--- src/rtl/gpu_loader_pkg.sv ---
// Shared types for the GPU loader: controller states, completion status codes
// and the saturating cycle-counter helper.
package gpu_loader_pkg;

    typedef enum logic [2:0] {
        IDLE,
        INST_REQ,
        INST_WAIT,
        DATA_REQ,
        DATA_WAIT,
        RUN,
        FINISH
    } state_t;

    localparam logic [1:0] STATUS_HALTED    = 2'b00;
    localparam logic [1:0] STATUS_EXCEPTION = 2'b01;
    localparam logic [1:0] STATUS_TIMEOUT   = 2'b10;

    function automatic logic [31:0] sat_inc32(input logic [31:0] value);
        return (value == 32'hFFFF_FFFF) ? value : value + 32'd1;
    endfunction

endpackage

--- src/rtl/gpu_loader_reader.sv ---
// Single-outstanding Avalon read engine shared by the instruction and data
// load phases; turns each accepted read into one registered RAM write pulse.
module gpu_loader_reader
    import gpu_loader_pkg::*;
#(
    parameter int WORD_WIDTH          = 32,
    parameter int ADDRESS_WIDTH       = 16,
    parameter int SDRAM_ADDRESS_WIDTH = 24
) (
    input  logic                           clock,
    input  logic                           reset,
    input  logic                           issue,
    input  logic                           collect,
    input  logic [SDRAM_ADDRESS_WIDTH-1:0] base,
    input  logic [ADDRESS_WIDTH-1:0]       index,
    output logic                           sdram_read,
    output logic [SDRAM_ADDRESS_WIDTH-1:0] sdram_address,
    input  logic                           sdram_waitrequest,
    input  logic [WORD_WIDTH-1:0]          sdram_readdata,
    input  logic                           sdram_readdatavalid,
    output logic                           accepted,
    output logic                           write_pulse,
    output logic [ADDRESS_WIDTH-1:0]       write_address,
    output logic [WORD_WIDTH-1:0]          write_data
);

    logic capture;

    assign sdram_read    = issue;
    assign sdram_address = issue ? base + SDRAM_ADDRESS_WIDTH'(index) : '0;
    assign accepted      = issue & ~sdram_waitrequest;

    // Only the first response in a wait phase counts; the write cycle itself
    // still sits in the wait state, so anything arriving then is dropped.
    assign capture = collect & sdram_readdatavalid & ~write_pulse;

    always_ff @(posedge clock) begin
        if (reset) begin
            write_pulse   <= 1'b0;
            write_address <= '0;
            write_data    <= '0;
        end else begin
            write_pulse <= capture;
            if (capture) begin
                write_address <= {index[ADDRESS_WIDTH-3:0], 2'b00};
                write_data    <= sdram_readdata;
            end
        end
    end

endmodule

--- src/rtl/gpu_loader.sv ---
// Loads instruction and data images from SDRAM into GPU RAMs, runs the GPU and
// reports how it stopped. Define GPU_LOADER_TIMEOUT_EN to add the run watchdog.
module gpu_loader
    import gpu_loader_pkg::*;
#(
    parameter int WORD_WIDTH          = 32,
    parameter int ADDRESS_WIDTH       = 16,
    parameter int SDRAM_ADDRESS_WIDTH = 24,
    parameter int TIMEOUT_CYCLES      = 1000000
) (
    input  logic                           clock,
    input  logic                           reset,
    input  logic                           start,
    input  logic [SDRAM_ADDRESS_WIDTH-1:0] inst_base,
    input  logic [SDRAM_ADDRESS_WIDTH-1:0] data_base,
    input  logic [ADDRESS_WIDTH-1:0]       inst_words,
    input  logic [ADDRESS_WIDTH-1:0]       data_words,
    output logic                           busy,
    output logic                           done,
    output logic [1:0]                     status,
    output logic [31:0]                    run_cycles,
    output logic [SDRAM_ADDRESS_WIDTH-1:0] sdram_address,
    output logic                           sdram_read,
    input  logic                           sdram_waitrequest,
    input  logic [WORD_WIDTH-1:0]          sdram_readdata,
    input  logic                           sdram_readdatavalid,
    output logic                           gpu_run,
    input  logic                           gpu_halted,
    input  logic                           gpu_exception,
    output logic                           ext_enable_write_inst_ram,
    output logic [ADDRESS_WIDTH-1:0]       ext_inst_ram_address,
    output logic [WORD_WIDTH-1:0]          ext_inst_ram_input,
    output logic                           ext_enable_write_data_ram,
    output logic [ADDRESS_WIDTH-1:0]       ext_data_ram_address,
    output logic [WORD_WIDTH-1:0]          ext_data_ram_input
);

    localparam logic [ADDRESS_WIDTH-1:0] MAX_WORDS = ADDRESS_WIDTH'(1) << (ADDRESS_WIDTH - 2);

    if (TIMEOUT_CYCLES < 1) begin : g_timeout_check
        $error("TIMEOUT_CYCLES must be at least 1");
    end

    function automatic logic [ADDRESS_WIDTH-1:0] clamp_count(input logic [ADDRESS_WIDTH-1:0] n);
        return (n > MAX_WORDS) ? MAX_WORDS : n;
    endfunction

    state_t                         state;
    logic [SDRAM_ADDRESS_WIDTH-1:0] inst_base_q;
    logic [SDRAM_ADDRESS_WIDTH-1:0] data_base_q;
    logic [ADDRESS_WIDTH-1:0]       inst_count;
    logic [ADDRESS_WIDTH-1:0]       data_count;
    logic [ADDRESS_WIDTH-1:0]       index;

    logic                           issue;
    logic                           collect;
    logic                           in_inst;
    logic                           accepted;
    logic                           write_pulse;
    logic [ADDRESS_WIDTH-1:0]       write_address;
    logic [WORD_WIDTH-1:0]          write_data;

    assign issue   = (state == INST_REQ)  || (state == DATA_REQ);
    assign collect = (state == INST_WAIT) || (state == DATA_WAIT);
    assign in_inst = (state == INST_REQ)  || (state == INST_WAIT);

    gpu_loader_reader #(
        .WORD_WIDTH          (WORD_WIDTH),
        .ADDRESS_WIDTH       (ADDRESS_WIDTH),
        .SDRAM_ADDRESS_WIDTH (SDRAM_ADDRESS_WIDTH)
    ) reader (
        .clock               (clock),
        .reset               (reset),
        .issue               (issue),
        .collect             (collect),
        .base                (in_inst ? inst_base_q : data_base_q),
        .index               (index),
        .sdram_read          (sdram_read),
        .sdram_address       (sdram_address),
        .sdram_waitrequest   (sdram_waitrequest),
        .sdram_readdata      (sdram_readdata),
        .sdram_readdatavalid (sdram_readdatavalid),
        .accepted            (accepted),
        .write_pulse         (write_pulse),
        .write_address       (write_address),
        .write_data          (write_data)
    );

    // The write pulse is emitted while the FSM is still in the phase's wait state.
    assign ext_enable_write_inst_ram = write_pulse & (state == INST_WAIT);
    assign ext_enable_write_data_ram = write_pulse & (state == DATA_WAIT);
    assign ext_inst_ram_address      = write_address;
    assign ext_inst_ram_input        = write_data;
    assign ext_data_ram_address      = write_address;
    assign ext_data_ram_input        = write_data;

    always_ff @(posedge clock) begin
        if (reset) begin
            state       <= IDLE;
            busy        <= 1'b0;
            done        <= 1'b0;
            status      <= STATUS_HALTED;
            run_cycles  <= '0;
            gpu_run     <= 1'b0;
            index       <= '0;
            inst_base_q <= '0;
            data_base_q <= '0;
            inst_count  <= '0;
            data_count  <= '0;
        end else begin
            done <= 1'b0;
            case (state)
                IDLE: begin
                    if (start) begin
                        inst_base_q <= inst_base;
                        data_base_q <= data_base;
                        inst_count  <= clamp_count(inst_words);
                        data_count  <= clamp_count(data_words);
                        index       <= '0;
                        busy        <= 1'b1;
                        status      <= STATUS_HALTED;
                        run_cycles  <= '0;
                        if (inst_words != '0) begin
                            state <= INST_REQ;
                        end else if (data_words != '0) begin
                            state <= DATA_REQ;
                        end else begin
                            state   <= RUN;
                            gpu_run <= 1'b1;
                        end
                    end
                end
                INST_REQ: begin
                    if (accepted) state <= INST_WAIT;
                end
                INST_WAIT: begin
                    if (write_pulse) begin
                        if (index == inst_count - 1'b1) begin
                            index <= '0;
                            if (data_count != '0) begin
                                state <= DATA_REQ;
                            end else begin
                                state   <= RUN;
                                gpu_run <= 1'b1;
                            end
                        end else begin
                            index <= index + 1'b1;
                            state <= INST_REQ;
                        end
                    end
                end
                DATA_REQ: begin
                    if (accepted) state <= DATA_WAIT;
                end
                DATA_WAIT: begin
                    if (write_pulse) begin
                        if (index == data_count - 1'b1) begin
                            index   <= '0;
                            state   <= RUN;
                            gpu_run <= 1'b1;
                        end else begin
                            index <= index + 1'b1;
                            state <= DATA_REQ;
                        end
                    end
                end
                RUN: begin
                    run_cycles <= sat_inc32(run_cycles);
                    // run_cycles is still zero during the first RUN cycle, which masks GPU status.
                    if ((run_cycles != '0) && (gpu_halted || gpu_exception)) begin
                        state   <= FINISH;
                        gpu_run <= 1'b0;
                        busy    <= 1'b0;
                        done    <= 1'b1;
                        status  <= gpu_exception ? STATUS_EXCEPTION : STATUS_HALTED;
                    end
`ifdef GPU_LOADER_TIMEOUT_EN
                    else if (run_cycles >= 32'(TIMEOUT_CYCLES - 1)) begin
                        state   <= FINISH;
                        gpu_run <= 1'b0;
                        busy    <= 1'b0;
                        done    <= 1'b1;
                        status  <= STATUS_TIMEOUT;
                    end
`endif
                end
                FINISH: begin
                    state <= IDLE;
                end
                default: begin
                    state <= IDLE;
                end
            endcase
        end
    end

endmodule

--- config.mk ---
export PLATFORM = sky130hd
export DESIGN_NAME = gpu_loader
export DESIGN_NICKNAME = d
export VERILOG_FILES = /design/src/rtl/gpu_loader_pkg.sv /design/src/rtl/gpu_loader_reader.sv /design/src/rtl/gpu_loader.sv
export SDC_FILE = /design/constraint.sdc
export NUM_CORES = 1
export LEC_CHECK = 0
export BUFFER_PORTS_ARGS = -buffer_cell sky130_fd_sc_hd__buf_4
export CAP_MARGIN = 20
export CORE_UTILIZATION = 50
export DETAILED_ROUTE_END_ITERATION = 7
export GPL_TIMING_DRIVEN = 0
export PLACE_DENSITY_LB_ADDON = 0.08
export SLEW_MARGIN = 20
export SYNTH_ARGS = -nofsm -noshare
export SYNTH_HDL_FRONTEND = slang
export SYNTH_HIERARCHICAL = 1
export SYNTH_SLANG_ARGS = --single-unit
--- constraint.sdc ---
create_clock -name clock -period 5.75 [get_ports clock]
set_input_delay 1.15 -clock clock [delete_from_list [all_inputs] [get_ports clock]]
set_output_delay 1.15 -clock clock [all_outputs]
set_load 0.02 [all_outputs]
## Yosys cells after proc, flatten, opt, wreduce, memory -nomap -nowiden

Cells that the tools add are included.

| cells by class | value |
|---|---|
| $lt $le $gt $ge | 2 |
| eq/ne operators | 20 |
| reductions and logical operators | 20 |
| $add $sub $neg | 5 |
| bitwise gates (word level) | 8 |
| multiplexer cells | 42 |

Operators by type and width:

| cell | number |
|---|---|
| two-way mux 16 bit | 7 |
| two-way mux 32 bit | 2 |
| case mux 32 bit (2 select lines) | 1 |
| two-way mux 24 bit | 2 |
| case mux 16 bit (3 select lines) | 1 |
| nonzero test 16 bit | 3 |
| two-way mux 3 bit | 11 |
| adder 32 x 1 -> 32 bit (second input constant) | 1 |
| equality test 16 bit | 2 |
| equality test 32 bit (second input constant) | 1 |
| > comparator 16 x 15 -> 1 bit (second input constant) | 2 |
| nonzero test 32 bit | 1 |
| subtractor 16 x 1 -> 16 bit (second input constant) | 2 |
| adder 24 x 16 -> 24 bit | 1 |
| case mux 3 bit (6 select lines) | 1 |
| adder 16 x 1 -> 16 bit (second input constant) | 1 |
| != test 2 bit (second input constant) | 8 |
| two-way mux 1 bit | 12 |
| AND reduction 10 bit | 1 |
| != test 2 x 1 -> 1 bit (second input constant) | 4 |
| equality test 3 x 2 -> 1 bit (second input constant) | 2 |
| equality test 3 bit (second input constant) | 2 |
| AND reduction 3 bit | 2 |
| AND reduction 6 bit | 1 |
| 16 further kinds | 26 |

| word-level totals | value |
|---|---|
| bits in registers | 183 |
| logic and storage cells | 111 |
| input port bits | 119 |
| output and inout bits | 160 |

## Depth between registers and ports, before layout

| depth | value |
|---|---|
| depth in word-level cells | 5 |
| mapped depth | 12 |
| gate-level depth less buffers | 11 |

## Modules after synthesis

Netlist, hierarchy kept.

By module, submodules not included:

| module | sequential area each (um^2) | cells an instance | area each (um^2) | times used |
|---|---|---|---|---|
| gpu_loader | 2702.6 | 891 | 7179.4 | 1 |
| gpu_loader_reader | 940.9 | 380 | 2860.2 | 1 |

## Worst setup path before layout

OpenSTA, ideal clock, no wires.

| timing | value |
|---|---|
| path kind | flip-flop to output port |
| from | register state[1] |
| to | output port sdram_address[22] |
| setup slack | 0.905 ns |
| arrival time | 3.695 ns |
| data required time | 4.600 ns |
| buffers on the path | 2 |
| cell stages (with the launch flop) | 13 |
| cells stage by stage | dfxtp_1 > clkbuf_1 > xnor2_1 > nor2_1 > clkbuf_1 > mux2_2 > ha_1 > a21o_1 > a222oi_1 > o21ai_2 > a311oi_4 > and4b_1 > mux2i_1 |

| between the ends | value |
|---|---|
| longest elaborated chain between the ends | 5 |
| elaborated cells on any way between the ends | 8 |
| classes of those cells | add/sub (1); eq/ne (3); mux (2); reduce/logical (2) |

RTL lines:

| element | RTL line | RTL |
|---|---|---|
| start, declared | gpu_loader.sv:48 | `state_t state;` |
| start signal, assigned | gpu_loader.sv:99 | `state <= IDLE;` |
| start signal, assigned | gpu_loader.sv:124 | `state <= INST_REQ;` |
| start signal, assigned | gpu_loader.sv:126 | `state <= DATA_REQ;` |
| equality test 3 x 1 -> 1 bit / equality test 3 x 2 -> 1 bit (equally long branches) | gpu_loader.sv:63, gpu_loader.sv:65 |  |
| logical OR 1 bit | gpu_loader.sv:65 | `assign in_inst = (state == INST_REQ) \|\| (state == INST_WAIT);` |
| two-way mux 24 bit | gpu_loader.sv:76 | `.base (in_inst ? inst_base_q : data_base_q),` |
| adder 24 x 16 -> 24 bit | gpu_loader_reader.sv:30 | `assign sdram_address = issue ? base + SDRAM_ADDRESS_WIDTH'(index) : '0;` |
| two-way mux 24 bit (*) | gpu_loader_reader.sv:30 |  |
| end, declared | gpu_loader.sv:22 | `output logic [SDRAM_ADDRESS_WIDTH-1:0] sdram_address,` |

Every way passes the cells marked *; elsewhere a longest branch is shown, timed or not.

## Worst setup path in the final report

Ends and elaborated chain as after synthesis.

==> results by stage <==
Worst setup path:
- The worst register-to-register path has a depth of 11.
- The largest incremental delay on the critical path is 0.43 ns.
- For the worst setup path, the data arrival time is 4.32 ns.
- Of all nets on the critical path, the largest fanout is 10.
- The critical path goes through clkbuf_2, xnor2_1, nor2_4, clkbuf_4, mux2_2, ha_1, and4_1, a222oi_1, o21ai_2, a311oi_4, and4b_1, mux2i_1, buf_4.
- The slowest stage cell on the critical path is dfxtp_1.
- The kind of launch point of the worst setup path is a flip-flop.
- The critical path is of the reg -> out type.
- In this design, the largest share of critical-path delay is due to compound AO/OA/AOI/OAI gates.
- In this run the critical register-to-register path is captured at index[9].
- In this run the critical register-to-register path is launched from data_count[3].
- The category of the worst setup path capture point is an output port.
- The worst register-to-register path has a setup slack of 2.31 ns.
- At the worst endpoint, the required time is 4.60 ns.
- The buffer and inverter count on the worst path is 3.

Yosys:
- For this run, the leading register cell type out of synthesis is dfxtp_1.
- Yosys printed 6 warnings.
- The share of async-settable or async-resettable flops after synthesis is 0.
- In the synthesized netlist, the number of instances is 1271.
- In this run, distinct cell masters in the synthesized netlist total 79.
- The share of the Yosys chip area taken by registers is 0.363.
- The mean instance size in the synthesized netlist is 7.90 um^2.
- The synthesized design contains 182 register bits.
- The number of flops mapped to enable cells by yosys is 0.
- The synthesized netlist occupies a cell area of 10000 um^2.

Job:
- The tool flagged a number of max-cap violations equal to 0.

Pwr:
- In this run the power density over the cells is 308 nW/um^2.
- The static leakage is 5.59 nW.
- The worst-case vdd ir drop is 0.000257 V.
- The sum of internal, switching and leakage power is 0.00401 W.

STA:
- Setup repair after global routing left no endpoint under its margin.
- The slew at the pin closest to its max-slew limit is 0.902 ns.
- Setup total negative slack on the finished layout was measured at 0 ns.
- The clock period could shrink to 5.47 ns.
- The tightest slew margin relative to the limit is 0.393.
- The maximum clock rate is 0.183 GHz.
- Across the routed clock network, the largest skew measured is 0.0123 ns.
- Setup violations remaining at the end of the flow were counted as 0.
- The final max-slew violation count is 0.
- The number of hold violations in the final report is 0.
- Setup slack closes at 0.282 ns.
- The share of the clock period used by the worst path after layout is 0.951.

Global routing:
- The maximum number of pins on one net before global-route repair is 19.
- The first global-routing pass estimated 46400 um of wire.
- For this run, the total global-route usage over all layers was measured as 0.289.
- The number of antenna violations at the first check in global routing came to 0.
- The overflow left after global routing is 0.
- The number of global-route vias before repair is 9051.

Cells and area:
- The repair_antennas step left the layout with diodes totalling 0.
- The fraction of layout instances using a drive strength above 1 is 0.265.
- The final core utilization is 0.666.
- The area added between synthesis and finish is 29.9%.
- The number of nets in the layout is 1705.
- The number of non-filler instances in the completed layout is 1842.

CTS:
- The clock net in this run drives a total of 182 sinks.
- For the worst-skew pair, the clock arrives at the later sink with an insertion delay of 0.44 ns.
- The number of buffers added by the clock tree synthesis step is 17.
- The number of hold buffers added after CTS was 0.
- TritonCTS built the clock tree.
- The buffer type at the clock tree root is clkbuf_16.
- The deepest level of the CTS H-tree is 4.
- The clock input transition at the sequential cells of the worst setup and hold paths is 0.08 ns.
- In this run the deepest clock path goes through 2 buffers.
- The post-CTS setup buffer count is 0.

Drt:
- The detailed router's first-iteration violation count is 457.
- The via count is 9880.
- The wire length after detailed routing is 29600 um.
- In the routed design, unresolved DRC markers number 0.
- The vias per cell is 5.36.
- The first detailed-routing pass took 5 iterations.
- The average routed wire per standard cell is 16.1 um.
- The count of nets left with antenna violations after detail routing is 0.

Hold path:
- The worst hold path startpoint is data_base_q[17].
- In this run the worst hold path is classified as reg -> reg.
- The hold path depth is 2.
- The worst min-delay path endpoint is data_base_q[17].

Die:
- The effective utilization at floorplan is 0.512.
- The floorplan step defined a die boundary enclosing 20600 um^2.
- The floorplan die height is 144 um.
- In this run the count of I/O pins placed on the die edge is 279.
- From left edge to right edge, the die measures 144 um.
- The number of rows created at floorplan is 51.
- The area of the placeable core is 19600 um^2.

Place:
- Timing analysis after detailed placement gives a worst setup slack of 0.118 ns.
- Detailed placement finished with a half-perimeter wire length of 22700 um.
- The final weighted congestion of routability-driven global placement is 0.921.
- The total placed cells including tap cells is 1810.
- During placement, the flow inserted port buffers numbering 272.

Outcome:
- The run finished with clean final reports.
==> sequential cells by signal (all words and copies together) (netlist names) <==
| name | count |
|---|---|
| busy | 1 |
| run_cycles | 32 |
| gpu_run | 1 |
| state | 3 |
| index | 16 |
| data_count | 16 |
| reader/write_pulse | 1 |
| data_base_q | 24 |
| done | 1 |
| status | 1 |
| inst_base_q | 24 |
| reader/write_data | 32 |
| inst_count | 16 |
| reader/write_address | 14 |
==> worst max-delay path by stage <==
stage	depth (start not counted)	to	from
floorplan	12	sdram_address[22]	state[1]
global placement	13	sdram_address[22]	state[1]
detailed placement	13	sdram_address[22]	state[1]
CTS	13	sdram_address[22]	state[1]
global route	13	sdram_address[22]	state[1]
finish	13	sdram_address[22]	state[1]
==> report_power, final <==
group / internal, W / switching (W) / total [W]
combinational: 0.000565 / 0.000813 / 0.00138
sequential: 0.00137 / 0.0000825 / 0.00145
clock: 0.000630 / 0.000553 / 0.00118
total: 0.00256 / 0.00145 / 0.00401
==> kinds of logic after synthesis <==
| logic type | Yosys count | share of synthesized area |
|---|---|---|
| and+or+nand+nor | 555 | 0.260 |
| AOI/OAI and AO/OA | 250 | 0.161 |
| DFF | 182 | 0.363 |
| buffers and inverters | 139 | 0.0748 |
| xor gates and xnor gates | 90 | 0.0785 |
| muxes | 31 | 0.0339 |
| adders and majority gates | 22 | 0.0282 |
| other | 2 | 0.000748 |
==> cell type report <==
class                   instances  area, um^2
plain buffers                 118         677
clock buffers                  18         439
clock inverters                14         158
fillers                      1763        6550
inverters                      21        78.8
multi-input cells             951        5660
flip-flops and latches        182        3640
well taps                     265         332
repair buffers                273        2050
==> cells in the mapped netlist (7+ instances only) <==
cell type	instances	area, um^2
a21o_1	11	82.6
a21oi_1	120	601
a22oi_1	29	218
and2_1	19	119
and3_1	17	106
buf_4	52	390
clkbuf_1	58	218
dfxtp_1	182	3640
ha_1	21	263
inv_1	21	78.8
mux2_2	24	270
mux2i_1	7	70.1
nand2_1	234	878
nand2b_1	13	81.3
nand3_1	38	190
nand4_1	16	100
nor2_1	103	387
nor2b_1	7	43.8
nor3_1	26	130
nor4_1	27	169
o21a_1	7	52.6
o21ai_0	18	90.1
or3_1	16	100
xnor2_1	47	412
xor2_1	43	377
==> stage by stage <==
| step | area, um^2 | hold WS (ns) |
|---|---|---|
| global route | 13000 | 0.470 |
| detailed placement | 12400 | 0.444 |
| floorplan | 10000 | 0.433 |
| global placement | 12400 | 0.439 |
| finish | 13000 | 0.454 |
| CTS | 13000 | 0.454 |
==> tightest hold or removal path, cell delays in order (launching register included) <==
cell     delay [ns]
dfxtp_1        0.31
nand2_1        0.05
a21oi_1        0.05
==> layer usage <==
metal	part of all wire	wire length, um	up-vias	track usage
li1	-	-	4947	-
met1	0.43	12600	4548	0.355
met2	0.49	14400	341	0.506
met3	0.064	1900	44	0.0497
met4	0.024	721	0	0.106
met5	0	0	-	0
==> cell usage in the layout, fill, tap and decap left out, types with 5 or more instances in the layout <==
master / netlist / layout
and4_1: 6 / 6
xor2_1: 43 / 43
mux2i_1: 7 / 7
o21ai_0: 18 / 18
o21bai_1: 5 / 5
and2_1: 19 / 19
nand2b_1: 13 / 13
nand3_1: 38 / 38
o211ai_1: 6 / 6
a21boi_1: 5 / 5
a22oi_1: 29 / 29
nor3_1: 26 / 26
mux2_2: 24 / 24
xnor2_1: 47 / 47
clkbuf_16: 0 / 17
or3_1: 16 / 16
and3_1: 17 / 17
nor2_1: 103 / 102
clkbuf_1: 58 / 56
dfxtp_1: 182 / 182
buf_4: 52 / 324
a21o_1: 11 / 11
nor4_1: 27 / 27
nand4_1: 16 / 16
nand2_1: 234 / 234
nor2b_1: 7 / 7
o21a_1: 7 / 7
ha_1: 21 / 21
a31oi_1: 6 / 6
a21oi_1: 120 / 120
or2_2: 6 / 6
inv_1: 21 / 21
==> repair_timing <==
item | 4_1_cts | 5_1_grt
hold endpoints to repair | 0 | 0
cloned | 0 | 0
setup endpoints to repair | 12 | 3
resized for setup | 3 | 3
(Power assumes the default switching activity.)
